$ cat src/rtl/ctrl_seq_unit_pkg.sv
// rtl/ctrl_seq_unit_pkg.sv - shared modes, opcodes, EXE commands, state enum and decode helper
package ctrl_pkg;

    localparam logic [1:0] MODE_DP  = 2'b00;
    localparam logic [1:0] MODE_MEM = 2'b01;
    localparam logic [1:0] MODE_BR  = 2'b10;

    localparam logic [3:0] OP_MOV = 4'b1101;
    localparam logic [3:0] OP_MVN = 4'b1111;
    localparam logic [3:0] OP_ADD = 4'b0100;
    localparam logic [3:0] OP_ADC = 4'b0101;
    localparam logic [3:0] OP_SUB = 4'b0010;
    localparam logic [3:0] OP_SBC = 4'b0110;
    localparam logic [3:0] OP_AND = 4'b0000;
    localparam logic [3:0] OP_ORR = 4'b1100;
    localparam logic [3:0] OP_EOR = 4'b0001;
    localparam logic [3:0] OP_CMP = 4'b1010;
    localparam logic [3:0] OP_TST = 4'b1000;

    localparam logic [3:0] EXE_NOP = 4'b0000;
    localparam logic [3:0] EXE_MOV = 4'b0001;
    localparam logic [3:0] EXE_ADD = 4'b0010;
    localparam logic [3:0] EXE_ADC = 4'b0011;
    localparam logic [3:0] EXE_SUB = 4'b0100;
    localparam logic [3:0] EXE_SBC = 4'b0101;
    localparam logic [3:0] EXE_AND = 4'b0110;
    localparam logic [3:0] EXE_ORR = 4'b0111;
    localparam logic [3:0] EXE_EOR = 4'b1000;
    localparam logic [3:0] EXE_MVN = 4'b1001;

    typedef enum logic {IDLE, XFER} seq_state_t;

    typedef struct packed {
        logic [3:0] exe_cmd;
        logic       mem_r_en;
        logic       mem_w_en;
        logic       wb_en;
        logic       b;
        logic       s_out;
    } ctrl_t;

    // Single-op decode of mode/op_code/S into the stage controls.
    function automatic ctrl_t decode(input logic [1:0] mode, input logic [3:0] op, input logic s);
        ctrl_t c;
        logic  is_test;
        c       = '0;
        is_test = (op == OP_CMP) || (op == OP_TST);
        if (mode == MODE_DP || mode == MODE_MEM) begin
            case (op)
                OP_MOV:  c.exe_cmd = EXE_MOV;
                OP_MVN:  c.exe_cmd = EXE_MVN;
                OP_ADD:  c.exe_cmd = EXE_ADD;
                OP_ADC:  c.exe_cmd = EXE_ADC;
                OP_SUB:  c.exe_cmd = EXE_SUB;
                OP_SBC:  c.exe_cmd = EXE_SBC;
                OP_AND:  c.exe_cmd = EXE_AND;
                OP_ORR:  c.exe_cmd = EXE_ORR;
                OP_EOR:  c.exe_cmd = EXE_EOR;
                OP_CMP:  c.exe_cmd = EXE_SUB;
                OP_TST:  c.exe_cmd = EXE_AND;
                default: c.exe_cmd = EXE_NOP;
            endcase
        end
        if (mode == MODE_MEM || mode == MODE_BR)
            c.s_out = 1'b0;
        else if (is_test)
            c.s_out = 1'b1;
        else
            c.s_out = s;
        c.mem_r_en = (mode == MODE_MEM) & s;
        c.mem_w_en = (mode == MODE_MEM) & ~s;
        c.b        = (mode == MODE_BR);
        if (mode == MODE_BR)
            c.wb_en = 1'b0;
        else if (mode == MODE_MEM && !s)
            c.wb_en = 1'b0;
        else if (mode == MODE_DP && is_test)
            c.wb_en = 1'b0;
        else
            c.wb_en = 1'b1;
        return c;
    endfunction

endpackage

$ cat src/rtl/ctrl_seq_unit_if.sv
// rtl/ctrl_seq_unit_if.sv - ID-side inputs and issued micro-op outputs of the control sequencer
interface ctrl_seq_unit_if #(
    parameter int NREG  = 16,
    parameter int IDX_W = $clog2(NREG),
    parameter int OFS_W = $clog2(NREG) + 2
);
    logic             valid_i;
    logic             stall_i;
    logic             flush_i;
    logic [1:0]       mode;
    logic [3:0]       op_code;
    logic             s;
    logic             multi_i;
    logic [NREG-1:0]  reg_list_i;

    logic             valid_o;
    logic [3:0]       exe_cmd;
    logic             mem_r_en;
    logic             mem_w_en;
    logic             wb_en;
    logic             b;
    logic             s_out;
    logic [IDX_W-1:0] xfer_reg;
    logic [OFS_W-1:0] xfer_ofs;
    logic             last_o;
    logic             busy_o;

    modport master (
        output valid_i, stall_i, flush_i, mode, op_code, s, multi_i, reg_list_i,
        input  valid_o, exe_cmd, mem_r_en, mem_w_en, wb_en, b, s_out,
               xfer_reg, xfer_ofs, last_o, busy_o
    );

    modport slave (
        input  valid_i, stall_i, flush_i, mode, op_code, s, multi_i, reg_list_i,
        output valid_o, exe_cmd, mem_r_en, mem_w_en, wb_en, b, s_out,
               xfer_reg, xfer_ofs, last_o, busy_o
    );
endinterface

$ cat src/rtl/ctrl_seq_unit_lowest_set_enc.sv
// rtl/ctrl_seq_unit_lowest_set_enc.sv - index of the lowest set bit plus an any-set flag
module lowest_set_enc #(
    parameter int NREG  = 16,
    parameter int IDX_W = $clog2(NREG)
) (
    input  logic [NREG-1:0]  vec,
    output logic [IDX_W-1:0] idx,
    output logic             any
);

    // Scan from the top down so the lowest set bit is the last one written.
    always_comb begin
        idx = '0;
        for (int i = NREG - 1; i >= 0; i--) begin
            if (vec[i])
                idx = IDX_W'(i);
        end
        any = |vec;
    end

endmodule

$ cat src/rtl/ctrl_seq_unit.sv
// rtl/ctrl_seq_unit.sv - registered decode control with block-transfer micro-op sequencer
module ctrl_seq_unit
    import ctrl_pkg::*;
#(
    parameter int NREG  = 16,
    parameter int IDX_W = $clog2(NREG),
    parameter int OFS_W = $clog2(NREG) + 2
) (
    input  logic           clk,
    input  logic           rst,
    ctrl_seq_unit_if.slave bus
);

    seq_state_t       state;
    logic [NREG-1:0]  mask;
    logic [IDX_W-1:0] count;
    logic             xfer_load;

    logic [IDX_W-1:0] in_idx;
    logic             in_any;
    logic [IDX_W-1:0] rem_idx;
    logic             rem_any;
    logic [NREG-1:0]  in_rest;
    logic [NREG-1:0]  rem_rest;
    logic             is_block;
    ctrl_t            dec;

    lowest_set_enc #(.NREG(NREG), .IDX_W(IDX_W)) u_enc_in (
        .vec (bus.reg_list_i),
        .idx (in_idx),
        .any (in_any)
    );

    lowest_set_enc #(.NREG(NREG), .IDX_W(IDX_W)) u_enc_rem (
        .vec (mask),
        .idx (rem_idx),
        .any (rem_any)
    );

    assign in_rest  = bus.reg_list_i & ~(NREG'(1) << in_idx);
    assign rem_rest = mask & ~(NREG'(1) << rem_idx);
    assign is_block = (bus.mode == MODE_MEM) && bus.multi_i;
    assign dec      = decode(bus.mode, bus.op_code, bus.s);
    assign bus.busy_o = (state == XFER);

    // Sequencer state and registered stage controls; flush beats stall, stall freezes everything.
    always_ff @(posedge clk or negedge rst) begin
        if (!rst) begin
            state        <= IDLE;
            mask         <= '0;
            count        <= '0;
            xfer_load    <= 1'b0;
            bus.valid_o  <= 1'b0;
            bus.exe_cmd  <= EXE_NOP;
            bus.mem_r_en <= 1'b0;
            bus.mem_w_en <= 1'b0;
            bus.wb_en    <= 1'b0;
            bus.b        <= 1'b0;
            bus.s_out    <= 1'b0;
            bus.xfer_reg <= '0;
            bus.xfer_ofs <= '0;
            bus.last_o   <= 1'b0;
        end else if (bus.flush_i) begin
            state        <= IDLE;
            mask         <= '0;
            count        <= '0;
            xfer_load    <= 1'b0;
            bus.valid_o  <= 1'b0;
            bus.exe_cmd  <= EXE_NOP;
            bus.mem_r_en <= 1'b0;
            bus.mem_w_en <= 1'b0;
            bus.wb_en    <= 1'b0;
            bus.b        <= 1'b0;
            bus.s_out    <= 1'b0;
            bus.xfer_reg <= '0;
            bus.xfer_ofs <= '0;
            bus.last_o   <= 1'b0;
        end else if (!bus.stall_i) begin
            // Bubble unless one of the branches below issues something.
            bus.valid_o  <= 1'b0;
            bus.exe_cmd  <= EXE_NOP;
            bus.mem_r_en <= 1'b0;
            bus.mem_w_en <= 1'b0;
            bus.wb_en    <= 1'b0;
            bus.b        <= 1'b0;
            bus.s_out    <= 1'b0;
            bus.xfer_reg <= '0;
            bus.xfer_ofs <= '0;
            bus.last_o   <= 1'b0;
            case (state)
                IDLE: begin
                    if (bus.valid_i && !is_block) begin
                        bus.valid_o  <= 1'b1;
                        bus.exe_cmd  <= dec.exe_cmd;
                        bus.mem_r_en <= dec.mem_r_en;
                        bus.mem_w_en <= dec.mem_w_en;
                        bus.wb_en    <= dec.wb_en;
                        bus.b        <= dec.b;
                        bus.s_out    <= dec.s_out;
                    end else if (bus.valid_i && in_any) begin
                        // First transfer goes out on the accept edge at offset 0.
                        bus.valid_o  <= 1'b1;
                        bus.exe_cmd  <= EXE_ADD;
                        bus.mem_r_en <= bus.s;
                        bus.mem_w_en <= ~bus.s;
                        bus.wb_en    <= bus.s;
                        bus.xfer_reg <= in_idx;
                        xfer_load    <= bus.s;
                        if (|in_rest) begin
                            state <= XFER;
                            mask  <= in_rest;
                            count <= IDX_W'(1);
                        end else begin
                            bus.last_o <= 1'b1;
                        end
                    end
                end
                XFER: begin
                    if (rem_any) begin
                        bus.valid_o  <= 1'b1;
                        bus.exe_cmd  <= EXE_ADD;
                        bus.mem_r_en <= xfer_load;
                        bus.mem_w_en <= ~xfer_load;
                        bus.wb_en    <= xfer_load;
                        bus.xfer_reg <= rem_idx;
                        bus.xfer_ofs <= OFS_W'({count, 2'b00});
                        mask         <= rem_rest;
                        if (count != IDX_W'(NREG - 1))
                            count <= count + IDX_W'(1);
                        if (rem_rest == '0) begin
                            bus.last_o <= 1'b1;
                            state      <= IDLE;
                            count      <= '0;
                        end
                    end else begin
                        state <= IDLE;
                        count <= '0;
                    end
                end
                default: state <= IDLE;
            endcase
        end
    end

endmodule

$ cat src/flat_wrapper.sv
// flat-port wrapper written by rule: the top's interface ports become plain ports
module ctrl_seq_unit_flat import ctrl_pkg::*;
#(
    parameter int NREG  = 16,
    parameter int IDX_W = $clog2(NREG),
    parameter int OFS_W = $clog2(NREG) + 2
)
  (clk, rst, bus_valid_i, bus_stall_i, bus_flush_i, bus_mode, bus_op_code, bus_s, bus_multi_i, bus_reg_list_i, bus_valid_o, bus_exe_cmd, bus_mem_r_en, bus_mem_w_en, bus_wb_en, bus_b, bus_s_out, bus_xfer_reg, bus_xfer_ofs, bus_last_o, bus_busy_o);
  ctrl_seq_unit_if #(.NREG(NREG), .IDX_W(IDX_W), .OFS_W(OFS_W)) bus_i ();
  input  logic clk;
  input  logic rst;
  input wire logic [$bits(bus_i.valid_i)-1:0] bus_valid_i;
  input wire logic [$bits(bus_i.stall_i)-1:0] bus_stall_i;
  input wire logic [$bits(bus_i.flush_i)-1:0] bus_flush_i;
  input wire logic [$bits(bus_i.mode)-1:0] bus_mode;
  input wire logic [$bits(bus_i.op_code)-1:0] bus_op_code;
  input wire logic [$bits(bus_i.s)-1:0] bus_s;
  input wire logic [$bits(bus_i.multi_i)-1:0] bus_multi_i;
  input wire logic [$bits(bus_i.reg_list_i)-1:0] bus_reg_list_i;
  output wire logic [$bits(bus_i.valid_o)-1:0] bus_valid_o;
  output wire logic [$bits(bus_i.exe_cmd)-1:0] bus_exe_cmd;
  output wire logic [$bits(bus_i.mem_r_en)-1:0] bus_mem_r_en;
  output wire logic [$bits(bus_i.mem_w_en)-1:0] bus_mem_w_en;
  output wire logic [$bits(bus_i.wb_en)-1:0] bus_wb_en;
  output wire logic [$bits(bus_i.b)-1:0] bus_b;
  output wire logic [$bits(bus_i.s_out)-1:0] bus_s_out;
  output wire logic [$bits(bus_i.xfer_reg)-1:0] bus_xfer_reg;
  output wire logic [$bits(bus_i.xfer_ofs)-1:0] bus_xfer_ofs;
  output wire logic [$bits(bus_i.last_o)-1:0] bus_last_o;
  output wire logic [$bits(bus_i.busy_o)-1:0] bus_busy_o;
  assign bus_i.valid_i = bus_valid_i;
  assign bus_i.stall_i = bus_stall_i;
  assign bus_i.flush_i = bus_flush_i;
  assign bus_i.mode = bus_mode;
  assign bus_i.op_code = bus_op_code;
  assign bus_i.s = bus_s;
  assign bus_i.multi_i = bus_multi_i;
  assign bus_i.reg_list_i = bus_reg_list_i;
  assign bus_valid_o = bus_i.valid_o;
  assign bus_exe_cmd = bus_i.exe_cmd;
  assign bus_mem_r_en = bus_i.mem_r_en;
  assign bus_mem_w_en = bus_i.mem_w_en;
  assign bus_wb_en = bus_i.wb_en;
  assign bus_b = bus_i.b;
  assign bus_s_out = bus_i.s_out;
  assign bus_xfer_reg = bus_i.xfer_reg;
  assign bus_xfer_ofs = bus_i.xfer_ofs;
  assign bus_last_o = bus_i.last_o;
  assign bus_busy_o = bus_i.busy_o;
  ctrl_seq_unit #(.NREG(NREG), .IDX_W(IDX_W), .OFS_W(OFS_W)) u_core (.clk(clk), .rst(rst), .bus(bus_i));
endmodule
$ cat config.mk
export PLATFORM = sky130hd
export DESIGN_NAME = ctrl_seq_unit_flat
export DESIGN_NICKNAME = d
export VERILOG_FILES = /design/src/rtl/ctrl_seq_unit_pkg.sv /design/src/rtl/ctrl_seq_unit_if.sv /design/src/rtl/ctrl_seq_unit_lowest_set_enc.sv /design/src/rtl/ctrl_seq_unit.sv /design/src/flat_wrapper.sv
export SDC_FILE = /design/constraint.sdc
export NUM_CORES = 1
export LEC_CHECK = 0
export ABC_AREA = 1
export BUFFER_PORTS_ARGS = -buffer_cell sky130_fd_sc_hd__buf_2
export CAP_MARGIN = 20
export CORE_MARGIN = 3
export CORE_UTILIZATION = 60
export CTS_BUF_LIST = sky130_fd_sc_hd__clkbuf_16
export DETAILED_ROUTE_END_ITERATION = 7
export PLACE_DENSITY = 0.84
export RECOVER_POWER = 100
export SYNTH_ARGS = -nofsm -noshare
export SYNTH_HDL_FRONTEND = slang
export SYNTH_SLANG_ARGS = --single-unit
$ cat constraint.sdc
create_clock -name clk -period 3.6 [get_ports clk]
set_input_delay 0.36 -clock clk [delete_from_list [all_inputs] [get_ports clk]]
set_output_delay 0.36 -clock clk [all_outputs]
set_load 0.03 [all_outputs]
==> run summary, run 1 <==
Core area: 4880 um2
Initial antenna violation count: 0
Worst EP arrival: 3.23 ns
DRT antenna net count: 0
DR pass1 iterations: 6
Resized Gates After CTS: 0
First-pass GRT wire length: 14.3 mm
Simple-gate share of the synthesized area: 35.3%
Synth Area in Compound Gates: 16.5%
Fmax: 0.333 GHz
Clk slew on worst S/H paths: 0.06 ns
H-tree levels: 2
Chip width: 78.3 um
Avg WL per Cell: 14.7 um
Failing checks: max-capacitance violations, max-slew violations
Rel. slew slack: -43.1%
Register area share after synthesis: 32.7%
Num rows: 25
Period minus WS final: 3.01 ns
Max Cap Viol: 1
Most used cells in the layout excluding fill and tap cells: 155 x nand2_1, 74 x inv_1, 41 x dfrtp_1, 39 x nor2_1, 26 x buf_2
Clock Latency Late Sink: 0.29 ns
Area Growth Syn to Fin: 12.1%
HPWL Detailed: 6.73 mm
Final Slew Violations: 42
Leak: 1.85 nW
CTS sink count: 41
RSZ-0062 raised after global routing: false
Total Routing Usage GR: 28.9%
CP startpoint kind: flop
Via count: 3431
Layout net count: 562
Vias in the first global route: 3133
Most flops, register: u_core.mask
CP Max Fanout: 9
PwrDens: 494 nW/um2
FILL cells: 461
Endpoint type of the worst setup path: flop
Yosys warns: 0
Slew @ Worst Pin: 2.15 ns
Share of the synthesized area in the top cell type: 32.7%
Endpoints failing setup: 0
Post-synthesis xor/xnor area fraction: 0.559%
Commonest non-fill, non-tap cell in the layout: nand2_1
CTS tree: yes
Die Y: 78.3 um
CTS Buffer Depth: 2
Final worst path period share: 83.5%
Synth Cell Area: 3130 um2
Hold Vio Cnt, Final: 0
Synth cell types: 38
Power Total: 1.73 mW
Clk_skew: 0.00524 ns
Synth area leader: dfrtp_1
Syn Area/Cell: 6.57 um2
Die area: 6120 um2
Mux cell area share after synthesis: 0%
Hold_buf cts: 0
Routed WL: 8.70 mm
Port Buffers: 48
Largest net degree at the start of global routing: 42
Ant diodes: 0
Layout cell share with drive strength beyond 1: 9.89%
Worst vdd ir: 0.429 mV
Hold WS: 0.439 ns
I/O pin count: 51
Critical Path RT: 3.82 ns
Starting Density: 64.2%
Hold Crit Class: input port to flop
Vias per cell: 5.79
Setup TNS: 0 ns
Cell count after synthesis: 477
Root Buffer: clkbuf_16
Setup Buffers After CTS: 0
CTS buffer count: 5
Crit Path Class: flop to flop
Max FFs per register: 16
GP Congestion: 1.00
Adder-cell area share of the yosys netlist: 3.19%
DR DRC count: 0
Largest family of logic cells by synthesized area: simple AND/OR/NAND/NOR gates
Synth top area cells: dfrtp_1 33%, nand2_1 18%, inv_1 8.7%, nor2_1 4.6%, nand4_1 4.2%
Congestion Overflow GR: 0
FF+latch count, synth: 41
Status: finished with violations
DRT iter0 DRCs: 337
## synthesized netlist by cell type, drive strengths merged
cell type  number
nand2         159
inv            79
dfrtp          41
nor2           41
o21ai          30
nand3          23
nand4          21
o22ai          17
a21oi          10
ha              8
o21bai          8
nor3            6
a31oi           5
clkbuf          5
buf             4
clkinv          3
nor4            2
o211ai          2
o311ai          2
o31ai           2
xor2            2
a21boi          1
a221oi          1
conb            1
nand3b          1
nor3b           1
o221ai          1
o32ai           1
## metal layers
| metal | up-vias | track usage [%] | routed length, um | share of wire, % |
|---|---|---|---|---|
| li1 | 1649 | - | - | - |
| met1 | 1566 | 37.5 | 3560 | 41 |
| met2 | 187 | 50.1 | 4230 | 49 |
| met3 | 29 | 3.78 | 667 | 7.7 |
| met4 | 0 | 9.27 | 246 | 2.8 |
| met5 | - | 0 | 0 | 0 |
## per-stage QoR
step                setup slack, ns  cell area (um2)  cells  util (%)
floorplan                      1.34             3140    478         -
global placement              0.926             3420    585      70.0
detailed placement            0.883             3420    585      70.0
CTS                           0.871             3560    593      73.0
global route                  0.265             3510    593      71.9
finish                        0.594             3510    593      71.9
## path summary, 6_finish.rpt
kind,start,endpoint,slack (ns),depth (start not counted)
min in group asynchronous,rst,u_core.mask[11]$_DFFE_PN0P_,0.70,1
hold / removal,bus_stall_i,u_core.xfer_load$_DFFE_PN0P_,0.44,3
max in group asynchronous,rst,u_core.bus.exe_cmd[0]$_DFFE_PN0P_,1.67,1
setup reg to reg,u_core.mask[8]$_DFFE_PN0P_,u_core.count[1]$_DFFE_PN0P_,0.59,15
setup / recovery,u_core.mask[8]$_DFFE_PN0P_,u_core.count[1]$_DFFE_PN0P_,0.59,15
hold reg to reg,u_core.bus.b$_DFFE_PN0P_,u_core.bus.b$_DFFE_PN0P_,0.49,2
## cell type report
| cell class | instances | area [um2] | share of cell area (%) |
|---|---|---|---|
| timing repair buffer | 49 | 220 | 6.27 |
| tap | 67 | 83.8 | 2.39 |
| sequential | 41 | 1030 | 29.2 |
| inverter | 82 | 310 | 8.84 |
| clock buffer | 5 | 125 | 3.56 |
| multi-input combinational | 346 | 1720 | 49.1 |
| clock inverter | 3 | 22.5 | 0.641 |
## kinds of logic after synthesis
group           count (synthesis)
simple gates                  254
other cells                     1
buf+inv                        91
fa+ha+maj                       8
compound gates                 80
xor+xnor                        2
flops                          41
## critical path, cell delays in order (launching register included)
cell and delay (ns):
dfrtp_1 0.44, nor4_1 0.37, nand2_1 0.14, nand2_1 0.26, inv_1 0.22, o21ai_0 0.36
nand2_1 0.09, nor2_1 0.10, nand2_1 0.05, nor2_1 0.11, nand2_1 0.17, nand2_2 0.09
nand2_1 0.12, nor2_1 0.25, nand2_1 0.10, nand2_1 0.08
## report_power, final
group	switching (mW)	internal (mW)	leakage, nW
sequential	0.0694	0.521	0.550
clock	0.188	0.258	0.0738
combinational	0.494	0.205	1.23
total	0.752	0.983	1.85
No activity file was read; power rests on OpenSTA's default activity.
==> run 2, diff against run 1 <==
Settings changed: ABC_AREA 1 to 0, CORE_UTILIZATION 60 to 57, PLACE_DENSITY 0.84 to 0.8.
Clock period 3.6 ns to 2.85 ns, I/O delays scaled along.
==> run 2 against run 1 <==
The flow still finishes with violations (max-capacitance violations, max-slew violations). Power is 22% higher. Setup slack worse by 0.48 ns. Synthesized cell count is 21% lower. First-iteration DRC count is 25% higher. Routed wire length is 7.4% higher. Clock power is 67% higher. Sequential power is 15% higher. Critical path depth is 7 lower.
==> run summary, run 2 <==
Max Cap Viol: 1 (unchanged)
Endpoint type of the worst setup path: flop
I/O pin count: 51 (unchanged)
Cell count after synthesis: 377 (-21%)
Starting Density: 60.0% (-4.2 points)
DR DRC count: 0 (unchanged)
Vias per cell: 6.49 (+12%)
CP delay by family, top: simple AND/OR/NAND/NOR gates
Register area share after synthesis: 32.9% (+0.10 points)
Syn Area/Cell: 8.28 um2 (+26%)
Yosys warns: 0 (unchanged)
Share of flip-flops with an asynchronous set or reset: 100% (unchanged)
Number of synthesized flops with an enable pin: 0 (unchanged)
Final worst path period share: 96.2% (+13 points)
Avg WL per Cell: 17.7 um (+21%)
H-tree levels: 2 (unchanged)
Largest net degree at the start of global routing: 42 (unchanged)
Area Growth Syn to Fin: 23.8%
Layout cell share with drive strength beyond 1: 23.2% (+13 points)
Flop pwr share: 32.3% (-1.7 points)
Die Y: 80.0 um (+2.2%)
Commonest non-fill, non-tap cell in the layout: dfrtp_1
Slowest stage delay, CP: 0.62 ns (+0.18 ns)
CP Max Fanout: 7 (-2)
Chip width: 80.0 um (+2.2%)
Switching pwr: 0.732 mW (-2.6%)
Hold Vio Cnt, Final: 0 (unchanged)
Root Buffer: clkbuf_16
DRT antenna net count: 0 (unchanged)
Core area: 5200 um2 (+6.7%)
Via count: 3418 (-0.38%)
First-pass GRT wire length: 15.7 mm (+9.8%)
CTS buffer count: 5 (unchanged)
Fmax: 0.365 GHz (+9.7%)
Crit Path Class: flop to flop
Clk slew on worst S/H paths: 0.06 ns (about the same)
FF+latch count, synth: 41 (unchanged)
Fin util: 74.3% (+2.4 points)
Synth Cell Area: 3120 um2 (-0.32%)
Leak: 1.67 nW (-9.7%)
Status: finished with violations
Synth cell types: 67 (+76%)
Combinational Power Share: 32.4% (-7.9 points)
Port Buffers: 48 (unchanged)
Non-filler cells, final: 527 (-11%)
Int Pwr: 1.38 mW (+40%)
Die area: 6400 um2 (+4.5%)
Hold WS: 0.273 ns (-0.166 ns)
Share of the synthesized area in the top cell type: 32.9% (+0.10 points)
Synth area leader: dfrtp_1
Period minus WS final: 2.74 ns (-0.265 ns)
CTS sink count: 41 (unchanged)
Failing checks: max-capacitance violations, max-slew violations
GP Congestion: 0.961 (-4.2%)
Resized Gates After CTS: 0 (unchanged)
Endpoints failing setup: 0 (unchanged)
Synth top area cells: dfrtp_1 33%, nor2_1 4.7%, a21oi_1 4.3%, nand2_1 4.0%, o21ai_2 3.6%
Congestion Overflow GR: 0 (unchanged)
Dpl cell area: 3680 um2 (+7.7%)
Clk_skew: 0.00687 ns (+0.00163 ns)
HPWL Detailed: 7.07 mm (+5.1%)
Critical Path RT: 3.02 ns (-0.80 ns)
Most common cell in the netlist: dfrtp_1
Most used cells in the layout excluding fill and tap cells: 41 x dfrtp_1, 38 x buf_4, 37 x nor2_1, 33 x nand2_1
PwrDens: 546 nW/um2 (+11%)
Ant diodes: 0 (unchanged)
Hold_buf cts: 0 (unchanged)
Layout net count: 493 (-12%)
CTS tree: yes
CP startpoint kind: flop
FILL cells: 436 (-5.4%)
Rel. slew slack: -49.5% (-6.4 points)
CP Cell Sequence: or4_1, nor2_2, a31oi_1, nor4_1, nand4_1, nand2_1, o21bai_2, o2bb2ai_1
Setup Buffers After CTS: 0 (unchanged)
Worst EP arrival: 2.91 ns (-0.32 ns)
DR pass1 iterations: 5 (-1)
Slew @ Worst Pin: 2.24 ns (+0.0964 ns)
Vias in the first global route: 3232 (+3.2%)
Max FFs per register: 16 (unchanged)
Clock power share: 35.3% (+9.6 points)
Worst vdd ir: 0.337 mV (-21%)
Design Area, Final: 3870 um2 (+10%)
Routed WL: 9.35 mm (+7.4%)
Top FF cell, synth: dfrtp_1
Switch share: 34.7% (-8.7 points)
CTS Buffer Depth: 2 (unchanged)
Synth cell count leaders: 41 x dfrtp_1, 39 x nor2_1, 33 x nand2_1
DRT iter0 DRCs: 420 (+25%)
Final Slew Violations: 42 (unchanged)
Clock Latency Late Sink: 0.29 ns (about the same)
Most flops, register: u_core.mask
Initial antenna violation count: 0 (unchanged)
Placed Cells: 519 (-11%)
Num rows: 26 (+4.0%)
Hold Crit Class: input port to flop
Total Routing Usage GR: 31.1% (+2.1 points)
Slowest CP cell: or4_1
Setup TNS: 0 ns (unchanged)
Worst Path Buf+Inv: 0 (-1)
==> run 2: changes by cell type in the layout (fill, tap and decap cells not counted), moves of 8 or more <==
cell | before | now
buf_4 | 1 | 38
o21ai_1 | 5 | 15
nand3_1 | 22 | 8
o21bai_1 | 8 | 0
inv_1 | 74 | 22
o21ai_2 | 0 | 13
nand2_1 | 155 | 33
a21oi_1 | 7 | 27
o22ai_1 | 17 | 4
nand4_1 | 21 | 3
==> run 2: tightest hold or removal path, stage by stage <==
cell	delay, ns
buf_2	0.12
nand2_1	0.06
o31ai_1	0.06
==> run 2: worst paths after layout <==
check                                                    from                            endpoint  slack, ns  depth (start not counted)
setup / recovery                   u_core.mask[4]$_DFFE_PN0P_         u_core.count[1]$_DFFE_PN0P_       0.11                          8
hold / removal                             bus_reg_list_i[14]         u_core.mask[14]$_DFFE_PN0P_       0.27                          3
setup reg to reg                   u_core.mask[4]$_DFFE_PN0P_         u_core.count[1]$_DFFE_PN0P_       0.11                          8
hold reg to reg            u_core.bus.xfer_reg[0]$_DFFE_PN0P_  u_core.bus.xfer_reg[0]$_DFFE_PN0P_       0.48                          2
max in group asynchronous                                 rst        u_core.bus.s_out$_DFFE_PN0P_       0.90                          1
min in group asynchronous                                 rst          u_core.mask[5]$_DFFE_PN0P_       0.65                          1
==> run 2: stage by stage <==
stage	power, mW	setup WS, ns
after floorplan	1.10	0.240
after global placement	1.33	-0.136
after detailed placement	1.34	-0.155
after CTS	2.09	0.113
after global routing	2.21	-0.00360
final	2.11	0.110
==> run 2: cells by family (layout without fill, tap and decap cells) <==
family	count (synthesis)	in the layout	share of synthesized area, %
compound gates	152	152	35.0
xor+xnor	1	1	0.280
fa+ha+maj	9	9	3.53
buf+inv	40	119	6.17
flops	41	41	32.9
mux	2	2	0.641
other cells	1	2	0.120
simple gates	131	131	21.4
==> run 2: power by group through the flow <==
stage / combinational, mW / clock (mW) / sequential (mW)
final: 0.685 / 0.746 / 0.681
after CTS: 0.664 / 0.746 / 0.677
after global placement: 0.649 / 0 / 0.685
after floorplan: 0.396 / 0 / 0.701
after detailed placement: 0.656 / 0 / 0.687
after global routing: 0.749 / 0.773 / 0.686
==> run 2: final cells by class <==
cell class	count	area [um2]	share of cell area, %
clock inverter	3	68.8	1.78
timing repair buffer	89	547	14.1
clock buffer	5	125	3.24
tap	70	87.6	2.26
inverter	22	82.6	2.14
multi-input combinational	297	1930	49.9
sequential	41	1030	26.5
==> run 2: layer usage <==
| metal | GRT usage [%] | part of all wire, % | vias up |
|---|---|---|---|
| li1 | - | - | 1583 |
| met1 | 42.7 | 42 | 1605 |
| met2 | 51.4 | 48 | 200 |
| met3 | 3.95 | 7.7 | 30 |
| met4 | 8.45 | 2.3 | 0 |
| met5 | 0 | 0 | - |
==> run 3, diff against run 2 <==
Settings changed: CORE_UTILIZATION 57 to 47, PLACE_DENSITY 0.8 to 0.68.
==> run 3 against run 2 <==
The run still ends with max-capacitance violations, max-slew violations left. Combinational power rose by 3.4%. Clock-buffer cell count is the same. Non-clock buffer count is 3 lower. Hold slack improved by 0.024 ns. Sequential power hardly changed. Power down 4.5%. Via count decreased by 2.1%. Fmax rose by 1.5%. Final cell count rose by 0.57%. Critical path type is now input port to flop.
==> run summary, run 3 (same netlist as run 2, synthesis figures left out) <==
Status: finished with violations
Failing checks: max-capacitance violations, max-slew violations
Clk slew on worst S/H paths: 0.06 ns (about the same)
Layout net count: 490 (-0.61%)
Leak: 1.64 nW (-2.1%)
Layout cell share with drive strength beyond 1: 22.7% (-0.46 points)
Flop pwr share: 33.7% (+1.4 points)
Hold Crit Class: input port to flop
Port Buffers: 48 (unchanged)
GP Congestion: 1.00 (+4.5%)
Combinational Power Share: 35.1% (+2.7 points)
Crit Path Class: input port to flop
DR pass1 iterations: 5 (unchanged)
H-tree levels: 2 (unchanged)
Max Cap Viol: 1 (unchanged)
Vias per cell: 6.31 (-2.7%)
Root Buffer: clkbuf_16
Max FFs per register: 16 (unchanged)
DR DRC count: 0 (unchanged)
Congestion Overflow GR: 0 (unchanged)
Critical Path RT: 3.06 ns (+0.04 ns)
Largest net degree at the start of global routing: 42 (unchanged)
Most flops, register: u_core.mask
CTS tree: yes
CTS sink count: 41 (unchanged)
FILL cells: 582 (+33%)
Starting Density: 48.9% (-11 points)
PwrDens: 523 nW/um2 (-4.2%)
DRT iter0 DRCs: 330 (-21%)
Num rows: 29 (+12%)
Most used cells in the layout excluding fill and tap cells: 39 x dfrtp_1, 36 x nor2_1, 33 x buf_4, 32 x nand2_1, 27 x a21oi_1
Final worst path period share: 94.7% (-1.4 points)
Rel. slew slack: -50.2% (-0.71 points)
DRT antenna net count: 0 (unchanged)
Endpoints failing setup: 0 (unchanged)
Die area: 7660 um2 (+20%)
Area Growth Syn to Fin: 23.5%
Total Routing Usage GR: 25.6% (-5.4 points)
HPWL Detailed: 6.93 mm (-2.0%)
Initial antenna violation count: 0 (unchanged)
Switch share: 35.6% (+0.97 points)
Routed WL: 9.29 mm (-0.61%)
Placed Cells: 519 (unchanged)
Endpoint type of the worst setup path: flop
Clock Latency Late Sink: 0.28 ns (about the same)
Hold Vio Cnt, Final: 0 (unchanged)
Slew @ Worst Pin: 2.25 ns (+0.0106 ns)
Chip width: 87.5 um (+9.4%)
Hold WS: 0.296 ns (+0.0237 ns)
Period minus WS final: 2.70 ns (-0.0403 ns)
Vias in the first global route: 3243 (+0.34%)
First-pass GRT wire length: 15.9 mm (+1.4%)
RSZ-0062 raised after global routing: false
Commonest non-fill, non-tap cell in the layout: dfrtp_1
Via count: 3346 (-2.1%)
Dpl cell area: 3630 um2 (-1.2%)
Worst EP arrival: 2.91 ns (about the same)
CP startpoint kind: input port
Avg WL per Cell: 17.5 um (-1.2%)
Final Slew Violations: 42 (unchanged)
CP Max Fanout: 9 (+2)
CTS Buffer Depth: 2 (unchanged)
Ant diodes: 0 (unchanged)
Clk_skew: 0.00831 ns (+0.00144 ns)
Int Pwr: 1.30 mW (-5.9%)
Die Y: 87.5 um (+9.4%)
CTS buffer count: 5 (unchanged)
Core area: 6390 um2 (+23%)
Design Area, Final: 3860 um2 (-0.29%)
Clock power share: 31.2% (-4.1 points)
Worst vdd ir: 0.300 mV (-11%)
Fmax: 0.370 GHz (+1.5%)
I/O pin count: 51 (unchanged)
Switching pwr: 0.719 mW (-1.8%)
Fin util: 60.4% (-14 points)
Non-filler cells, final: 530 (+0.57%)
[run 3: changes by cell type in the layout (fill, tap and decap cells not counted), moves of 2 or more]
cell / previous run / this run
o21ai_0: 20 / 24
o21ai_2: 13 / 10
clkbuf_1: 21 / 23
dfrtp_2: 0 / 2
dfrtp_1: 41 / 39
buf_4: 38 / 33
[run 3: final cells by class]
cell class | count | area [um2] | area share (%)
Clock buffer | 5 | 125 | 3.24
Clock inverter | 2 | 35.0 | 0.909
Inverter | 22 | 82.6 | 2.14
Multi-Input combinational cell | 297 | 1950 | 50.7
Sequential cell | 41 | 1030 | 26.7
Tap cell | 77 | 96.3 | 2.50
Timing Repair Buffer | 86 | 534 | 13.9
[run 3: final timing paths]
kind	start	endpoint	slack [ns]	cells past startpoint
min in group asynchronous	rst	u_core.mask[7]$_DFFE_PN0P_	0.67	1
max	bus_reg_list_i[4]	u_core.mask[10]$_DFFE_PN0P_	0.15	12
min	bus_reg_list_i[8]	u_core.mask[8]$_DFFE_PN0P_	0.30	3
max reg2reg	u_core.mask[8]$_DFFE_PN0P_	u_core.bus.last_o$_DFFE_PN0P_	0.21	9
min reg2reg	u_core.bus.xfer_reg[0]$_DFFE_PN0P_	u_core.bus.xfer_reg[0]$_DFFE_PN0P_	0.48	2
max in group asynchronous	rst	u_core.mask[5]$_DFFE_PN0P_	0.74	1
[run 3: power by group through the flow]
stage,Combinational [mW],Clock (mW),Sequential (mW)
4_1_cts,0.654,0.641,0.674
3_3_place_gp,0.642,0,0.684
2_1_floorplan,0.396,0,0.701
5_1_grt,0.779,0.661,0.685
6_report,0.708,0.630,0.679
3_5_place_dp,0.648,0,0.685
[run 3: routing by layer]
metal  wire (um)  up-vias  global-route usage, %
met4         214        0                   7.95
met5           0        -                      0
met2        4340      141                   40.5
li1            -     1580                      -
met1        4200     1603                   36.6
met3         535       22                   3.22
[run 3: what timing repair did]
item	CTS	global route
endpoints found under the setup margin	0	9
setup buffers	0	3
resized for setup	0	14
hold buffers	0	0
[run 3: per-stage QoR]
step                      setup WS (ns)  total power [mW]  TNS (ns)
after floorplan                   0.240              1.10         0
after global placement           0.0149              1.33         0
after detailed placement        -0.0794              1.33    -0.671
after CTS                         0.179              1.97         0
after global routing            0.00519              2.12         0
final                             0.150              2.02         0
[run 3: worst max-delay path, stage by stage]
cell       delay [ns]
buf_2            0.15
nor2_1           0.28
buf_4            0.19
a31oi_1          0.11
clkbuf_1         0.16
o41ai_2          0.39
nand2_1          0.09
or4_4            0.51
a31oi_4          0.33
clkbuf_16        0.23
o21ai_1          0.09
o21ai_2          0.07
